<file path="config.mk">
export PLATFORM = sky130hd
export DESIGN_NAME = i2c_control
export DESIGN_NICKNAME = d
export VERILOG_FILES = /design/src/rtl/i2c_control.sv
export SDC_FILE = /design/constraint.sdc
export NUM_CORES = 1
export LEC_CHECK = 0
export ABC_AREA = 1
export CAP_MARGIN = 20
export CELL_PAD_IN_SITES_DETAIL_PLACEMENT = 2
export CELL_PAD_IN_SITES_GLOBAL_PLACEMENT = 2
export CORE_ASPECT_RATIO = 0.75
export CORE_MARGIN = 2
export CORE_UTILIZATION = 27
export CTS_CLUSTER_SIZE = 16
export DETAILED_ROUTE_END_ITERATION = 6
export GPL_TIMING_DRIVEN = 0
export PLACE_DENSITY_LB_ADDON = 0.1
export SLEW_MARGIN = 25
export SYNTH_ARGS = -nofsm -noshare
export SYNTH_HDL_FRONTEND = slang
export SYNTH_SLANG_ARGS = --single-unit
</file>
<file path="constraint.sdc">
create_clock -name Clk -period 2.2 [get_ports Clk]
set_clock_uncertainty 0.15 [all_clocks]
set_input_delay 0.22 -clock Clk [delete_from_list [all_inputs] [get_ports Clk]]
set_output_delay 0.22 -clock Clk [all_outputs]
set_load 0.01 [all_outputs]
</file>
<file path="src/rtl/i2c_control.sv">
// Register read/write sequencer for i2c_bit_shift: expands one host request into
// START/WR/RD/NACK/STOP primitives, one per Go/Trans_Done handshake.
module i2c_control #(
  parameter bit ABORT_ON_NACK = 1'b1
) (
  input  logic        Clk,
  input  logic        Rst,
  input  logic        wrreg_req,
  input  logic        rdreg_req,
  input  logic [6:0]  device_id,
  input  logic [15:0] addr,
  input  logic        addr_mode,
  input  logic [7:0]  wrdata,
  output logic [7:0]  rddata,
  output logic        RW_Done,
  output logic        ack_err,
  output logic        busy,
  output logic [5:0]  Cmd,
  output logic        Go,
  output logic [7:0]  Tx_DATA,
  input  logic        Trans_Done,
  input  logic        ack_o,
  input  logic [7:0]  Rx_DATA
);

  localparam logic [3:0] S_IDLE = 4'd0;
  localparam logic [3:0] S_STA1 = 4'd1;
  localparam logic [3:0] S_DEVW = 4'd2;
  localparam logic [3:0] S_REGH = 4'd3;
  localparam logic [3:0] S_REGL = 4'd4;
  localparam logic [3:0] S_WDAT = 4'd5;
  localparam logic [3:0] S_STA2 = 4'd6;
  localparam logic [3:0] S_DEVR = 4'd7;
  localparam logic [3:0] S_RDAT = 4'd8;
  localparam logic [3:0] S_NACK = 4'd9;
  localparam logic [3:0] S_STOP = 4'd10;
  localparam logic [3:0] S_DONE = 4'd11;

  localparam logic [5:0] C_WR   = 6'b000001;
  localparam logic [5:0] C_STA  = 6'b000010;
  localparam logic [5:0] C_RD   = 6'b000100;
  localparam logic [5:0] C_STO  = 6'b001000;
  localparam logic [5:0] C_NACK = 6'b100000;

  logic [3:0]  state;
  logic [3:0]  next_state;
  logic [6:0]  dev_q;
  logic [15:0] addr_q;
  logic        mode_q;
  logic [7:0]  wdat_q;
  logic        read_q;
  logic        nack_flag;
  logic        wr_step;
  logic        nack_now;
  logic        abort_now;
  logic [5:0]  next_cmd;
  logic [7:0]  next_tx;

  // Successor of the current command state once its Trans_Done arrives
  always_comb begin
    wr_step   = (state == S_DEVW) || (state == S_REGH) || (state == S_REGL) ||
                (state == S_WDAT) || (state == S_DEVR);
    nack_now  = wr_step && ack_o;
    abort_now = nack_now && ABORT_ON_NACK;
    next_state = S_IDLE;
    case (state)
      S_STA1:  next_state = S_DEVW;
      S_DEVW:  next_state = abort_now ? S_STOP : (mode_q ? S_REGH : S_REGL);
      S_REGH:  next_state = abort_now ? S_STOP : S_REGL;
      S_REGL:  next_state = abort_now ? S_STOP : (read_q ? S_STA2 : S_WDAT);
      S_WDAT:  next_state = S_STOP;
      S_STA2:  next_state = S_DEVR;
      S_DEVR:  next_state = abort_now ? S_STOP : S_RDAT;
      S_RDAT:  next_state = S_NACK;
      S_NACK:  next_state = S_STOP;
      S_STOP:  next_state = S_DONE;
      default: next_state = S_IDLE;
    endcase
  end

  // Primitive and payload for the state about to be entered; non-WR steps keep Tx_DATA
  always_comb begin
    next_cmd = Cmd;
    next_tx  = Tx_DATA;
    case (next_state)
      S_STA1, S_STA2: next_cmd = C_STA;
      S_DEVW: begin next_cmd = C_WR; next_tx = {dev_q, 1'b0}; end
      S_REGH: begin next_cmd = C_WR; next_tx = addr_q[15:8]; end
      S_REGL: begin next_cmd = C_WR; next_tx = addr_q[7:0]; end
      S_WDAT: begin next_cmd = C_WR; next_tx = wdat_q; end
      S_DEVR: begin next_cmd = C_WR; next_tx = {dev_q, 1'b1}; end
      S_RDAT: next_cmd = C_RD;
      S_NACK: next_cmd = C_NACK;
      S_STOP: next_cmd = C_STO;
      default: begin next_cmd = Cmd; next_tx = Tx_DATA; end
    endcase
  end

  // Sequencer state, request latch and registered handshake outputs
  always_ff @(posedge Clk) begin
    if (Rst) begin
      state     <= S_IDLE;
      dev_q     <= 7'd0;
      addr_q    <= 16'd0;
      mode_q    <= 1'b0;
      wdat_q    <= 8'd0;
      read_q    <= 1'b0;
      nack_flag <= 1'b0;
      rddata    <= 8'd0;
      RW_Done   <= 1'b0;
      ack_err   <= 1'b0;
      busy      <= 1'b0;
      Cmd       <= 6'd0;
      Go        <= 1'b0;
      Tx_DATA   <= 8'd0;
    end else begin
      Go      <= 1'b0;
      RW_Done <= 1'b0;
      case (state)
        S_IDLE: begin
          if (wrreg_req || rdreg_req) begin
            dev_q     <= device_id;
            addr_q    <= addr;
            mode_q    <= addr_mode;
            wdat_q    <= wrdata;
            read_q    <= !wrreg_req;
            nack_flag <= 1'b0;
            busy      <= 1'b1;
            state     <= S_STA1;
            Go        <= 1'b1;
            Cmd       <= C_STA;
          end
        end
        S_DONE: begin
          state <= S_IDLE;
          busy  <= 1'b0;
        end
        S_STA1, S_DEVW, S_REGH, S_REGL, S_WDAT, S_STA2,
        S_DEVR, S_RDAT, S_NACK, S_STOP: begin
          if (Trans_Done) begin
            if (nack_now) nack_flag <= 1'b1;
            if (state == S_RDAT) rddata <= Rx_DATA;
            state <= next_state;
            if (next_state == S_DONE) begin
              RW_Done <= 1'b1;
              ack_err <= nack_flag;
            end else begin
              Go      <= 1'b1;
              Cmd     <= next_cmd;
              Tx_DATA <= next_tx;
            end
          end
        end
        default: begin
          state <= S_IDLE;
          busy  <= 1'b0;
        end
      endcase
    end
  end

endmodule

</file>
# == Word level (Yosys, flattened, before mapping) ==
# Cells that the tools add are included.
# op_classes
n_eq_ne,26
reduce_logical,23
mux,27
bitwise_logic,3
# ops
cell,n
$pmux W8 S5,1
$pmux W4 S9,1
$eq A4 B3 Y1 const B,8
$pmux W6 S5,1
$eq A4 B4 Y1 const B,7
$mux W4,5
$mux W6,3
$eq A4 B2 Y1 const B,4
$pmux W6 S2,1
$reduce_or A10 Y1,1
$eq A4 B1 Y1 const B,2
$mux W1,8
$ne A2 B2 Y1 const B,4
$pmux W4 S2,1
$reduce_and A4 Y1,2
$ne A6 B2 Y1 const B,1
$pmux W1 S2,3
$reduce_and A2 Y1,3
$reduce_and A3 Y1,2
$logic_or A1 B1 Y1,5
$reduce_and A5 Y1,1
$reduce_bool A5 Y1,1
$reduce_or A5 Y1,1
$logic_not A4 Y1,1
8 further kinds,12
# word_totals
in_bits,46
reg_bits,64
out_inout_bits,26
word_cells,93

# == Logic depth before layout (Yosys ltp) ==
# Gate-level depths: netlist of the first run.
# depth
word_depth,14
mapped_depth,13
depth_no_buf,13

# == Worst setup path after synthesis of the first run ==
# OpenSTA, ideal clock, no wires.
# synth_path
kind,register -> register
from,reg state[3]
to,reg addr_q[11]
setup_ns,0.116
t_arrival_ns,1.438
n_path_buf,3
period_less_slack_ns,1.704
t_required_ns,1.934
stages_incl_launch_ff,12
slack_ns,0.496
path_cell_list,dfxtp_1 nor2_1 inv_2 nor2_4 inv_2 a21oi_2 buf_4 inv_2 buf_6 buf_6 nor2_1 nor2_1
# synth_via
elab_chain_cells,2
# synth_rtl
element,line,text
from (decl),45,logic [3:0] state;
from (signal assigned),143,state <= next_state;
$logic_not A4 Y1,119,case (state)
$reduce_and A2 Y1 (no line),--,
to (signal assigned),123,addr_q <= addr;
to (decl),48,logic [15:0] addr_q;
# No other way between the ends.
# A chain may end at the register's enable or synchronous reset.

# == Worst setup path in the final report of the first run ==
# layout_path
from,reg state[0]
to,reg Cmd[2]
# layout_via
elab_chain_cells,14
elab_cells_between_ends,46
classes_between,eq/ne (25); mux (9); reduce/logical (12)
# layout_rtl
element,line,text
$eq A4 B2 Y1,"61, 66, 119",
$logic_or A1 B1 Y1 (3 in a row),61,wr_step = (state == S_DEVW) || (state == S_REGH) || (state == S_REGL) ||
$logic_or A1 B1 Y1,62,(state == S_WDAT) || (state == S_DEVR);
$logic_and A1 B1 Y1,63,nack_now = wr_step && ack_o;
"$mux W4, or another cell as far along",70,S_REGL: next_state = abort_now ? S_STOP : (read_q ? S_STA2 : S_WDAT);
$pmux W4 S9,66,case (state)
"$eq A4 B3 Y1, or another cell as far along",85,case (next_state)
$reduce_or A5 Y1 (no line) / $reduce_or A2 Y1 (equally long branches),--,
$pmux W6 S5,85,
$mux W6,144,if (next_state == S_DONE) begin
$mux W6,140,if (Trans_Done) begin
$pmux W6 S2,119,
to (signal assigned),149,Cmd <= next_cmd;
to (decl),18,"output logic [5:0] Cmd,"
# Several ways; a longest one is shown, not always the timed one. The select of a mux whose other input is x is not followed.

==> flow_summary_export.csv, run 1 <==
group,metric,value,unit
finish,drive_above_1_share,12.1,%
finish,nets,521,
detailed_routing,wl_met1,5170,um
detailed_routing,drtAntennaViolNets,0,
detailed_routing,avgViaCountPerCell,4.73,
detailed_routing,routed_wl,10200,um
floorplanning,coreArea,10300,sq um
cts,clock-root-buffer,"clkbuf_16",
worst_setup_path,crit_family,"simple AND/OR/NAND/NOR gates",
worst_setup_path,reg2reg_slack,170,ps
detailed_routing,avgRoutedWirePerCell,16.6,um
finish,design_area,4080,sq um
finish,final_util,39.7,%
floorplanning,die-width,123,um
floorplanning,dieArea,11400,sq um
power,vdd_ir_drop_max,0.408,mV
synth,syn_inst,393,
synth,avgSynthCellArea,7.26,sq um
placed_design,placed_area,3720,sq um
synth,syn_nets,439,
floorplanning,io_pins,72,
cts,clkLatencyLatePin,330,ps
timing,fmax,0.492,GHz
finish,antenna_cells,0,
floorplanning,initial_core_util,27.7,%
worst_setup_path,crit_path_max_incr_delay,340,ps
worst_setup_path,crit_type,"reg2reg",
job,max_cap_violations,0,
global_routing,grt_usage,19.6,%
global_routing,grt_max_degree,12,
worst_setup_path,slowest_stage,"dfxtp_2",
synth,synth_seq_cells,63,
min_path,hp-class,"reg2reg",
timing,worst_pin_slew,543,ps
detailed_routing,highest_layer,"met4",
worst_setup_path,cp.arrival,2150,ps
synth,ys_types,31,
power,power,5.92,mW
detailed_routing,via_count,2916,
global_routing,grt_first_pass_wirelength,16700,um
detailed_routing,drc,0,
global_routing,globalRouteOverflowTotal,0,
cts,clkTransAtPathRegs,60,ps
placed_design,place_congestion,0.748,
cts,cts.path.max_buffers,2,
detailed_routing,met3RoutedLength,397,um
finish,area_growth,43.2,%
detailed_routing,wl_met2,4540,um
placed_design,io_buffer_count,70,
worst_setup_path,path_buf_inv,2,
timing,timing.hold.ws,303,ps
cts,tritoncts,"built",
detailed_routing,drt_iter0_markers,97,
global_routing,first_global_vias,3173,
cts,cts.htree.levels,3,
worst_setup_path,crit_chain,"inv_2 > nand2_2 > nand2_1 > nand2_2 > nand2_4 > buf_4 > nand2_1 > nand2_1 > nand4_1 > nor2_1 > nand3_1 > a21oi_1",
worst_setup_path,path_common_cell,"nand2_1",
worst_setup_path,cp_data_required_time,2320,ps
timing,setup_viol,0,
power,leakage,1.63,nW
worst_setup_path,path_max_fanout,10,
cts,cts.sinks,63,
synth,synth.cell_area,2850,sq um
floorplanning,rows,32,
timing,maxSlewViolCount,0,
global_routing,antenna_found_initial,0,
cts,cts-hold-fix-buffers,0,
timing,relSlewSlack,63.8,%
worst_setup_path,startpoint_type,"flop",
floorplanning,die_height,93.0,um
run_status,status,"completed",
detailed_routing,drt-pass1-iter-count,4,
finish,layout_common_cells,"nand2_1 (74), clkdlybuf4s50_1 (70), dfxtp_1 (60), nor2_1 (52), a21oi_1 (43)",
power,pwr_density_cell,1450,nW/um^2
worst_setup_path,cp-end-kind,"flop",
synth,synth_seq_area_share,44.2,%
cts,cts_buffers,9,
timing,hold_viol,0,
placed_design,dpl.hpwl,7540,um
timing,fin_crit,2030,ps
finish,final_common_cell,"nand2_1",
timing,period_share,92.4,%
synth,ys_warn_count,0,
==> through the flow <==
step / instances / setup WS (ps) / setup TNS [ps]
floorplan: 393 / 496 / 0
global placement: 599 / 32.5 / 0
detailed placement: 599 / -12.2 / -16.6
CTS: 615 / 59.1 / 0
global route: 616 / -14.8 / -14.8
finish: 616 / 167 / 0
==> cell families (layout without fill, tap and decap cells) <==
kind of cell           after synthesis  after routing  synth area share [%]
flip-flops                          63             63                  44.2
other                                1              1                 0.131
AO/OA/AOI/OAI                      101            101                  19.4
buffers and inverters               61            148                  9.34
AND/OR/NAND/NOR                    167            167                  26.9
==> what timing repair did <==
| action | in CTS | in global routing |
|---|---|---|
| pin swaps | 0 | 1 |
| endpoints found under the setup margin | 8 | 19 |
| buffers inserted | 0 | 1 |
| resized for setup | 1 | 11 |
==> cell usage after synthesis <==
library cell | instances | area share (%)
inv_1 | 37 | 4.9
inv_4 | 1 | 0.22
nand4_1 | 3 | 0.66
nand2_4 | 3 | 1.2
o2111ai_1 | 2 | 0.61
nor2_1 | 54 | 7.1
buf_4 | 3 | 0.79
buf_1 | 1 | 0.13
nand3_4 | 1 | 0.61
buf_2 | 1 | 0.18
nor3_1 | 2 | 0.35
inv_2 | 6 | 0.79
nand2_1 | 74 | 9.7
nor2_2 | 2 | 0.44
nor2_4 | 2 | 0.79
buf_6 | 3 | 1.2
conb_1 | 1 | 0.13
o21ai_4 | 1 | 0.57
nor3_4 | 2 | 1.1
a21oi_2 | 1 | 0.31
o21ai_0 | 44 | 7.7
nand2_2 | 5 | 1.1
a21oi_4 | 1 | 0.57
nand3_2 | 2 | 0.70
dfxtp_1 | 63 | 44
a21oi_1 | 43 | 7.5
nand3_1 | 16 | 2.8
or2_4 | 1 | 0.31
o22ai_1 | 7 | 1.5
o211ai_1 | 2 | 0.53
clkbuf_1 | 9 | 1.2
==> power by group <==
part	total (mW)	switching, mW	internal, mW
sequential	1.78	0.223	1.55
combinational	2.57	1.66	0.918
clock	1.57	0.547	1.02
total	5.92	2.43	3.50
==> worst paths after layout <==
| path | cells after the start | to | start |
|---|---|---|---|
| hold reg to reg | 2 | rddata[2] | rddata[2] |
| setup reg to reg | 12 | Cmd[2] | state[0] |
| hold / removal | 2 | rddata[2] | rddata[2] |
| setup / recovery | 12 | Cmd[2] | state[0] |
==> state kept, by name (all words and copies together), names as in the netlist, 4 cells and up <==
| signal | count |
|---|---|
| Cmd | 5 |
| dev_q | 7 |
| rddata | 8 |
| wdat_q | 8 |
| addr_q | 16 |
| state | 4 |
| Tx_DATA | 8 |
==> final cells by class <==
class,count,area (sq um)
fillers,1189,6210
multi-input cells,269,1340
flip-flops and latches,63,1260
repair buffers,71,721
clock buffers,11,243
well taps,136,170
inverters,44,168
plain buffers,17,101
clock inverters,5,81.3
==> per-layer routing <==
metal | GRT usage (%) | vias to the layer above
met1 | 26.7 | 1414
met2 | 30.2 | 48
met3 | 5.67 | 11
met4 | 4.89 | 0
li1 | - | 1443
met5 | 0 | -
==> tightest hold or removal path: stages, from the launching register on <==
cell,delay [ps]
dfxtp_1,310
inv_1,50
a21oi_1,50
Note: power is estimated with default switching activity, not from simulation.
==> inputs of run 2 (changes only) <==
--- a/config.mk
+++ b/config.mk
@@ -11,7 +11,7 @@
 export CELL_PAD_IN_SITES_GLOBAL_PLACEMENT = 2
 export CORE_ASPECT_RATIO = 0.75
 export CORE_MARGIN = 2
-export CORE_UTILIZATION = 27
+export CORE_UTILIZATION = 24
 export CTS_CLUSTER_SIZE = 16
 export DETAILED_ROUTE_END_ITERATION = 6
 export GPL_TIMING_DRIVEN = 0
==> constraint.sdc (replaced) <==
create_clock -name Clk -period 1.69 [get_ports Clk]
set_clock_uncertainty 0.15 [all_clocks]
set_input_delay 0.169 -clock Clk [delete_from_list [all_inputs] [get_ports Clk]]
set_output_delay 0.169 -clock Clk [all_outputs]
set_load 0.01 [all_outputs]
==> run 2 against run 1 <==
The flow now finishes with violations (negative setup slack). Wire length increased by 32%. Via count rose by 10%. Count of clock-buffer cells in the layout decreased by 1. Die area increased by 12%. Hold slack lost 32 ps. First-iteration DRC count down 6.2%. Sequential share of layout area is 5.8 points lower. Maximum frequency rose by 3.5%. Clock power grew 18%.
==> flow_summary_export.csv, run 2 (same netlist as run 1, synthesis figures left out) <==
group,metric,value,unit
floorplanning,rows,34,
global_routing,antenna_found_initial,0,
run_status,status,"finished with violations",
floorplanning,initial_core_util,24.6,%
detailed_routing,highest_layer,"met4",
timing,fmax,0.509,GHz
finish,layout_common_cells,"clkdlybuf4s50_1 (69), nand2_1 (64), dfxtp_1 (59), nor2_1 (44), inv_1 (32)",
power,seq_power_share,22.8,%
power,p_switching,4.52,mW
cts,tritoncts,"built",
min_path,holdPathStages,3,
detailed_routing,wl_met2,6500,um
floorplanning,io_pins,72,
cts,cts_buffers,9,
detailed_routing,drtAntennaViolNets,0,
cts,cts-hold-fix-buffers,0,
cts,clkLatencyLatePin,340,ps
timing,maxSlewViolCount,0,
detailed_routing,drt-pass1-iter-count,4,
worst_setup_path,cp-end-kind,"flop",
min_path,hold_end,"addr_q[6]",
worst_setup_path,reg2reg_slack,-270,ps
detailed_routing,drt_iter0_markers,91,
finish,fill_cells,1245,
timing,setup_viol,61,
placed_design,place_congestion,0.754,
finish,largest-register,"addr_q",
cts,cts.sinks,63,
worst_setup_path,cp.arrival,2070,ps
min_path,hp-class,"in2reg",
worst_setup_path,startpoint_type,"flop",
timing,worst_pin_slew,782,ps
detailed_routing,avgRoutedWirePerCell,19.8,um
power,clkPwrFrac,17.4,%
worst_setup_path,reg2reg_depth,9,
finish,area_growth,77.8,%
finish,largest_reg_flops,16,
placed_design,dpl.hpwl,7910,um
finish,finalNonFillerCells,679,
worst_setup_path,crit_path_max_incr_delay,420,ps
floorplanning,die-width,130,um
worst_setup_path,r2r-start,"state[1]",
worst_setup_path,crit_chain,"nand2_4 > buf_4 > nor3_4 > a21oi_2 > nand3_4 > nand2_8 > inv_8 > nand2_1 > a21oi_1",
job,max_cap_violations,0,
finish,antenna_cells,0,
run_status,violations,"negative setup slack",
global_routing,first_global_vias,3391,
global_routing,grt_max_degree,11,
worst_setup_path,path_max_fanout,8,
placed_design,io_buffer_count,70,
cts,cts.path.max_buffers,2,
timing,hold_viol,0,
power,leakage,2.00,nW
worst_setup_path,slowest_stage,"dfxtp_4",
finish,nets,560,
timing,fin_crit,1960,ps
cts,clock-root-buffer,"clkbuf_16",
floorplanning,coreArea,11600,sq um
timing,setup_slack,-274,ps
worst_setup_path,cp_data_required_time,1800,ps
detailed_routing,wl_met1,6180,um
placed_design,dp.cells,625,
timing,rsz0062_at_grt,"true",
cts,clkTransAtPathRegs,60,ps
finish,drive_above_1_share,34.6,%
cts,cts.htree.levels,3,
worst_setup_path,crit_type,"reg2reg",
worst_setup_path,r2r_end,"Tx_DATA[0]",
timing,relSlewSlack,47.9,%
detailed_routing,met3RoutedLength,594,um
power,vdd_ir_drop_max,0.629,mV
global_routing,globalRouteOverflowTotal,0,
timing,setup_tns,-8200,ps
global_routing,grt_first_pass_wirelength,19800,um
min_path,min_from,"addr[6]",
floorplanning,die_height,98.4,um
detailed_routing,via_count,3207,
power,switching_share,42.4,%
global_routing,grt_usage,20.8,%
detailed_routing,routed_wl,13500,um
power,pwr_density_cell,2100,nW/um^2
timing,period_share,116,%
detailed_routing,avgViaCountPerCell,4.72,
power,p_comb_share,59.8,%
power,power.internal,6.13,mW
floorplanning,dieArea,12800,sq um
finish,final_common_cell,"clkdlybuf4s50_1",
detailed_routing,drc,0,
-- run 2: cell types whose count changed in the layout (fill, tap and decap cells not counted), sizes merged --
cell / before / now
nand2: 82 / 83
clkdlybuf4s50: 70 / 69
dlymetal6s2s: 0 / 1
bufinv: 2 / 1
clkbuf: 19 / 20
buf: 10 / 46
-- run 2: what timing repair did --
| action | CTS | global route |
|---|---|---|
| endpoints found under the hold margin | 0 | 0 |
| pin swaps | 45 | 26 |
| setup buffers | 26 | 9 |
| gates resized for setup | 153 | 40 |
| cloned | 6 | 0 |
| setup endpoints to repair | 61 | 61 |
-- run 2: worst max-delay path by stage --
stage / start / end / slack, ps / cells after the start
floorplan: state[2] / Tx_DATA[0] / -8 / 13
global placement: Trans_Done / rddata[5] / -460 / 5
detailed placement: state[1] / Cmd[2] / -500 / 11
CTS: state[0] / Cmd[2] / -190 / 12
global route: state[2] / Tx_DATA[0] / -390 / 12
finish: state[1] / Tx_DATA[0] / -270 / 9
-- run 2: worst max-delay path, delay by kind of cell (launching register included) --
| family | cells | cell delay [ps] |
|---|---|---|
| DFF | 1 | 420 |
| buffers and inverters | 2 | 270 |
| AOI/OAI and AO/OA | 2 | 320 |
| and+or+nand+nor | 5 | 720 |
-- run 2: power groups by stage --
stage / Clock (mW) / Combinational (mW) / Sequential, mW
6_report: 1.86 / 6.37 / 2.42
5_1_grt: 1.95 / 6.79 / 2.48
4_1_cts: 1.88 / 5.65 / 2.40
3_5_place_dp: 0 / 3.36 / 2.33
3_3_place_gp: 0 / 3.24 / 2.31
2_1_floorplan: 0 / 2.16 / 2.30
-- run 2: stage by stage --
step	utilization (%)	hold WS (ps)	instance area, sq um	total power [mW]	setup slack, ps
final	43.7	271	5070	10.7	-274
after global routing	43.7	279	5070	11.2	-390
after CTS	41.7	258	4850	9.93	-188
after detailed placement	32.4	293	3760	5.69	-496
after global placement	32.4	282	3760	5.55	-459
after floorplan	-	154	2860	4.46	-7.77
-- run 2: cell type report --
type / instances / area, sq um / share of cell area [%]
tap: 162 / 203 / 4.00
buffer: 17 / 191 / 3.77
clock inverter: 4 / 47.5 / 0.938
timing repair buffer: 109 / 1160 / 22.9
multi-input combinational: 270 / 1760 / 34.7
inverter: 44 / 193 / 3.80
clock buffer: 10 / 239 / 4.71
sequential: 63 / 1280 / 25.2
-- run 2: per-layer routing --
metal,track usage [%],vias to the layer above
met5,0,-
met4,5.38,0
met3,4.40,16
met2,33.3,68
met1,28.5,1602
li1,-,1521
